**src/rtl/seg_scan_display.sv**
```systemverilog
// Time-multiplexed seven-segment scanner with glyph decode, blink/DP masks,
// inter-digit dead time and a saturating thermometer LED bar.
module seg_scan_display #(
    parameter int unsigned DIGITS      = 8,
    parameter int unsigned SCAN_DIV    = 12500,
    parameter int unsigned BLINK_TICKS = 25,
    parameter int unsigned BAR_W       = 10
) (
    input  logic                           CLK,
    input  logic                           RST_N,
    input  logic [5*DIGITS-1:0]            DIGIT_DATA,
    input  logic [DIGITS-1:0]              DIGIT_EN,
    input  logic [DIGITS-1:0]              BLINK_MASK,
    input  logic [DIGITS-1:0]              DP_MASK,
    input  logic [$clog2(BAR_W+1)-1:0]     BAR_LEVEL,
    input  logic                           BAR_BLINK,
    output logic [DIGITS-1:0]              AN,
    output logic [7:0]                     SEG,
    output logic [BAR_W-1:0]               LED
);

    localparam int unsigned PW = (DIGITS > 1) ? $clog2(DIGITS) : 1;
    localparam int unsigned DW = $clog2(SCAN_DIV);
    localparam int unsigned BW = (BLINK_TICKS > 1) ? $clog2(BLINK_TICKS) : 1;

    logic [DW-1:0]         presc;
    logic [PW-1:0]         ptr;
    logic [PW-1:0]         ptr_nxt;
    logic [PW-1:0]         cand;
    logic                  found;
    logic                  active;
    logic                  phase;
    logic [BW-1:0]         bcnt;
    logic                  tick;
    logic [5*DIGITS-1:0]   data_sh;
    logic [4:0]            glyph;
    logic [7:0]            seg_live;
    logic [BAR_W-1:0]      therm;

    function automatic logic [7:0] decode(input logic [4:0] code);
        logic [7:0] s;
        case (code)
            5'd0:    s = 8'h03;
            5'd1:    s = 8'h9F;
            5'd2:    s = 8'h25;
            5'd3:    s = 8'h0D;
            5'd4:    s = 8'h99;
            5'd5:    s = 8'h49;
            5'd6:    s = 8'h41;
            5'd7:    s = 8'h1F;
            5'd8:    s = 8'h01;
            5'd9:    s = 8'h09;
            5'd10:   s = 8'h11;
            5'd11:   s = 8'hC1;
            5'd12:   s = 8'h63;
            5'd13:   s = 8'h85;
            5'd14:   s = 8'h61;
            5'd15:   s = 8'h71;
            5'd17:   s = 8'hEF;
            5'd18:   s = 8'h91;
            5'd19:   s = 8'hE3;
            5'd20:   s = 8'hF5;
            5'd21:   s = 8'hFD;
            default: s = 8'hFF;
        endcase
        return s;
    endfunction

    assign tick = (presc == DW'(SCAN_DIV - 1));

    // Circular search starting just after ptr; a full lap lands back on ptr,
    // so a lone enabled digit keeps the pointer and no enabled digit holds it.
    always_comb begin
        ptr_nxt = ptr;
        cand    = ptr;
        found   = 1'b0;
        for (int unsigned i = 0; i < DIGITS; i++) begin
            cand = (cand == PW'(DIGITS - 1)) ? '0 : cand + 1'b1;
            if (!found && DIGIT_EN[cand]) begin
                ptr_nxt = cand;
                found   = 1'b1;
            end
        end
    end

    always_comb begin
        data_sh  = DIGIT_DATA >> (5 * ptr);
        glyph    = data_sh[4:0];
        seg_live = decode(glyph);
        if (DP_MASK[ptr])
            seg_live[0] = 1'b0;
        if (phase && BLINK_MASK[ptr])
            seg_live = '1;
    end

    always_comb begin
        if (32'(BAR_LEVEL) >= BAR_W)
            therm = '1;
        else
            therm = (BAR_W'(1) << BAR_LEVEL) - 1'b1;
    end

    always_ff @(posedge CLK) begin
        if (!RST_N) begin
            presc  <= '0;
            ptr    <= PW'(DIGITS - 1);
            active <= 1'b0;
            phase  <= 1'b0;
            bcnt   <= '0;
            AN     <= '1;
            SEG    <= 8'hFF;
            LED    <= '0;
        end else begin
            presc <= tick ? '0 : presc + 1'b1;
            if (tick) begin
                // DIGIT_EN is only sampled here; the cycle after a tick is dead time.
                ptr    <= ptr_nxt;
                active <= |DIGIT_EN;
                AN     <= '1;
                SEG    <= 8'hFF;
                if (bcnt == BW'(BLINK_TICKS - 1)) begin
                    bcnt  <= '0;
                    phase <= ~phase;
                end else begin
                    bcnt <= bcnt + 1'b1;
                end
            end else begin
                AN  <= active ? ~(DIGITS'(1) << ptr) : '1;
                SEG <= active ? seg_live : 8'hFF;
            end
            LED <= (phase && BAR_BLINK) ? '0 : therm;
        end
    end

endmodule

```
**config.mk**
```make
export PLATFORM = sky130hd
export DESIGN_NAME = seg_scan_display
export DESIGN_NICKNAME = d
export VERILOG_FILES = /design/src/rtl/seg_scan_display.sv
export SDC_FILE = /design/constraint.sdc
export NUM_CORES = 1
export LEC_CHECK = 0
export CAP_MARGIN = 20
export CORE_UTILIZATION = 46
export CTS_CLUSTER_SIZE = 24
export DETAILED_ROUTE_END_ITERATION = 8
export PLACE_DENSITY = 0.77
export SYNTH_ARGS = -nofsm -noshare
export SYNTH_HDL_FRONTEND = slang
export SYNTH_SLANG_ARGS = --single-unit
```
**constraint.sdc**
```tcl
create_clock -name CLK -period 6.05 [get_ports CLK]
set_input_delay 1.21 -clock CLK [delete_from_list [all_inputs] [get_ports CLK]]
set_output_delay 1.21 -clock CLK [all_outputs]
set_load 0.03 [all_outputs]
```
==> flow_metrics.py <==
metrics = {
    "status": {
        "outcome": "finished clean",
    },
    "critical_path": {
        "reg2reg_depth": 11,
        "r2r_end": "ptr[1]",
        "cp-start-kind": "flip-flop",
        "slowest_delay_ns": 0.83,
        "critPathSlowestCell": "dfxtp_1",
        "crit_type": "reg2reg",
        "rrSetupSlack_ns": 1.93,
        "critPathTopFamily": "adder cells",
        "end_kind": "flip-flop",
        "crit_top_cell": "ha_1",
        "crit_required_ns": 6.28,
        "path_cells": "ha_1, ha_1, inv_1, ha_1, o21ba_1, mux4_2, mux2i_4, o21ai_2, or3_1, a2111o_1, nand4_1",
        "worst-path-buf-inv": 1,
        "crit_cells": 11,
        "rr_startpoint": "ptr[1]",
        "crit_arrival_ns": 4.35,
        "crit_fanout": 19,
    },
    "timing": {
        "finalClockSkew_ns": 0.009416,
        "setup_violations": 0,
        "final.setup.worst_slack_ns": 1.930,
        "min_period_over_period_pct": 68.10,
        "slew_headroom_pct": 36.29,
        "setup_tns_ns": 0,
        "worstMarginPinSlew_ns": 0.9500,
        "fmax_ghz": 0.2427,
        "rsz0062_at_grt": "false",
        "hold_ws_ns": 0.4859,
        "drv_slew": 0,
        "period_needed_ns": 4.120,
        "hold_viol": 0,
    },
    "clock_network": {
        "cts_sinks": 50,
        "post_cts_buffers": 0,
        "insertion_delay_ns": 0.30,
        "cts_buffers": 5,
        "clockRootBuffer": "clkbuf_8",
        "post_cts_resized": 0,
        "clk_pin_slew_ns": 0.09,
        "htree_levels": 2,
        "cts_hold_buf": 0,
        "clock_tree.buffer_depth": 2,
        "cts_tree": "done",
    },
    "global_routing": {
        "grt_antenna_before_repair": 0,
        "grt_max_degree": 25,
        "grtUsageMet1_pct": 32.13,
        "grt_usage_pct": 22.80,
        "grt-ovfl-total": 0,
        "grt_pass1_vias": 3096,
        "grt.busiest_layer": "met2",
        "grt_pass1_wl_mm": 15.37,
        "use_met2_pct": 37.34,
        "met3_usage_pct": 1.768,
    },
    "min_path": {
        "min-delay-start": "presc[0]",
        "worstHoldPathCells": 1,
        "min_to": "presc[0]",
        "hold_path_class": "reg2reg",
    },
    "final_layout": {
        "final_cell_mix": "96 x clkdlybuf4s50_1, 50 x dfxtp_1, 50 x nor2_1, 48 x nand2_1, 24 x mux4_2",
        "nFillCells": 621,
        "drive_above_1_share_pct": 10.46,
        "layout.nets": 570,
        "syn2layout_area_growth_pct": 30.24,
        "mostFrequentLayoutCell": "clkdlybuf4s50_1",
        "diodes": 0,
    },
    "drt": {
        "ant_nets": 0,
        "drc": 0,
        "via_count": 3292,
        "drt-initial-drc-count": 124,
        "wire_per_inst_um": 15.59,
        "wirelength_mm": 8.997,
        "first_pass_iters": 4,
        "viasPerCell": 5.705,
    },
    "floorplanning": {
        "pin_count": 97,
        "fp.dieW_um": 90.36,
        "start_util_pct": 48.47,
        "die_y_um": 90.36,
        "rows": 31,
        "core_area_um2": 7408,
        "die_area_um2": 8164,
    },
    "logic_synthesis": {
        "ys_types": 70,
        "synthCells": 389,
        "synth_edf_count": 0,
        "synth-seq-cells": 50,
        "synth-seq-area-share_pct": 27.87,
        "syn_nets": 481,
        "synth_area_um2": 3591,
        "async_reset_ff_share_pct": 0,
        "syn_avg_cell_area_um2": 9.231,
        "yosysWarnings": 0,
        "synth_ff_type": "dfxtp_1",
    },
    "power_and_ir_drop": {
        "leakagePower_nw": 1.799,
        "p_per_area_nw_per_um2": 143.7,
        "ir_worst_vdd_v": 0.00009338,
    },
    "placed_design": {
        "hpwl_mm": 7.079,
        "routabilityCongestion": 0.9762,
        "place_ws_ns": 1.947,
        "port_buffers": 96,
    },
    "flow_run": {
        "cap_violations": 0,
    },
}
-- worst reg2reg max path: stages (launching register included) --
cell and delay (ns):
dfxtp_1 0.83, ha_1 0.34, ha_1 0.45, inv_1 0.15, ha_1 0.23, o21ba_1 0.37, mux4_2 0.41, mux2i_4 0.27
o21ai_2 0.15, or3_1 0.41, a2111o_1 0.35, nand4_1 0.09
-- cell usage after synthesis (3+ instances only) --
master    instances  share of area [%]
buf_6             3               0.94
buf_2             3               0.42
xnor2_1           7                1.7
xor2_1           12                2.9
o221ai_1          3               0.73
inv_1            15                1.6
dfxtp_1          50                 28
or3_1             3               0.52
nand3_1          12                1.7
a211oi_1          3               0.63
mux2i_1          15                4.2
nor4_1            3               0.52
o21ai_0           8                1.1
nor3_1           13                1.8
o311ai_0          3               0.73
nand2_1          48                5.0
mux4_2           24                 15
o31ai_1           4               0.84
a21oi_1          11                1.5
ha_1             21                7.3
nor2_1           50                5.2
clkbuf_1          9               0.94
nand4_1           9                1.6
-- worst max path at each step --
stage	start	endpoint
finish	ptr[1]	ptr[1]
floorplan	ptr[2]	ptr[1]
global route	ptr[1]	ptr[1]
CTS	ptr[1]	ptr[1]
detailed placement	ptr[1]	ptr[1]
global placement	ptr[1]	ptr[1]
-- flip-flops by register name, summed over array words and instances (netlist names) --
register and count:
phase 1, LED 10, ptr 3, SEG 8, AN 8, active 1
bcnt 5, presc 14
-- where the power goes --
part | switching, W | internal [W]
clock | 0.000106 | 0.0000800
sequential | 0.00000256 | 0.000335
combinational | 0.0000659 | 0.0000824
total | 0.000174 | 0.000498
-- final cells by class --
cell class / instances / area, um^2 / area share, %
Timing Repair Buffer: 99 / 983.4 / 21.03
Sequential cell: 50 / 1001 / 21.40
Inverter: 16 / 60.06 / 1.284
Multi-Input combinational cell: 306 / 2426 / 51.87
Tap cell: 99 / 123.9 / 2.648
Clock buffer: 5 / 68.82 / 1.471
Clock inverter: 2 / 13.76 / 0.2943
-- cell families after synthesis --
logic type	share of synthesized area (%)
and+or+nand+nor	19.51
buffers and inverters	4.738
muxes	20.80
xor gates and xnor gates	5.331
AOI/OAI and AO/OA	14.43
DFF	27.87
adders and majority gates	7.317
-- layer usage --
metal | vias up | routed length (um)
met3 | 11 | 447
met1 | 1556 | 4196
met5 | - | 0
li1 | 1608 | -
met2 | 117 | 4206
met4 | 0 | 145
-- metrics by stage --
step / util, % / std cells / total power (W) / area [um^2]
6_report: 63.13 / 577 / 0.0006720 / 4677
5_1_grt: 63.13 / 577 / 0.0007050 / 4677
4_1_cts: 63.13 / 577 / 0.0006757 / 4677
3_5_place_dp: 62.02 / 570 / 0.0004916 / 4594
3_3_place_gp: 62.02 / 570 / 0.0004890 / 4594
2_1_floorplan: - / 389 / 0.0004193 / 3591
Power figures use the tool's default switching activity.
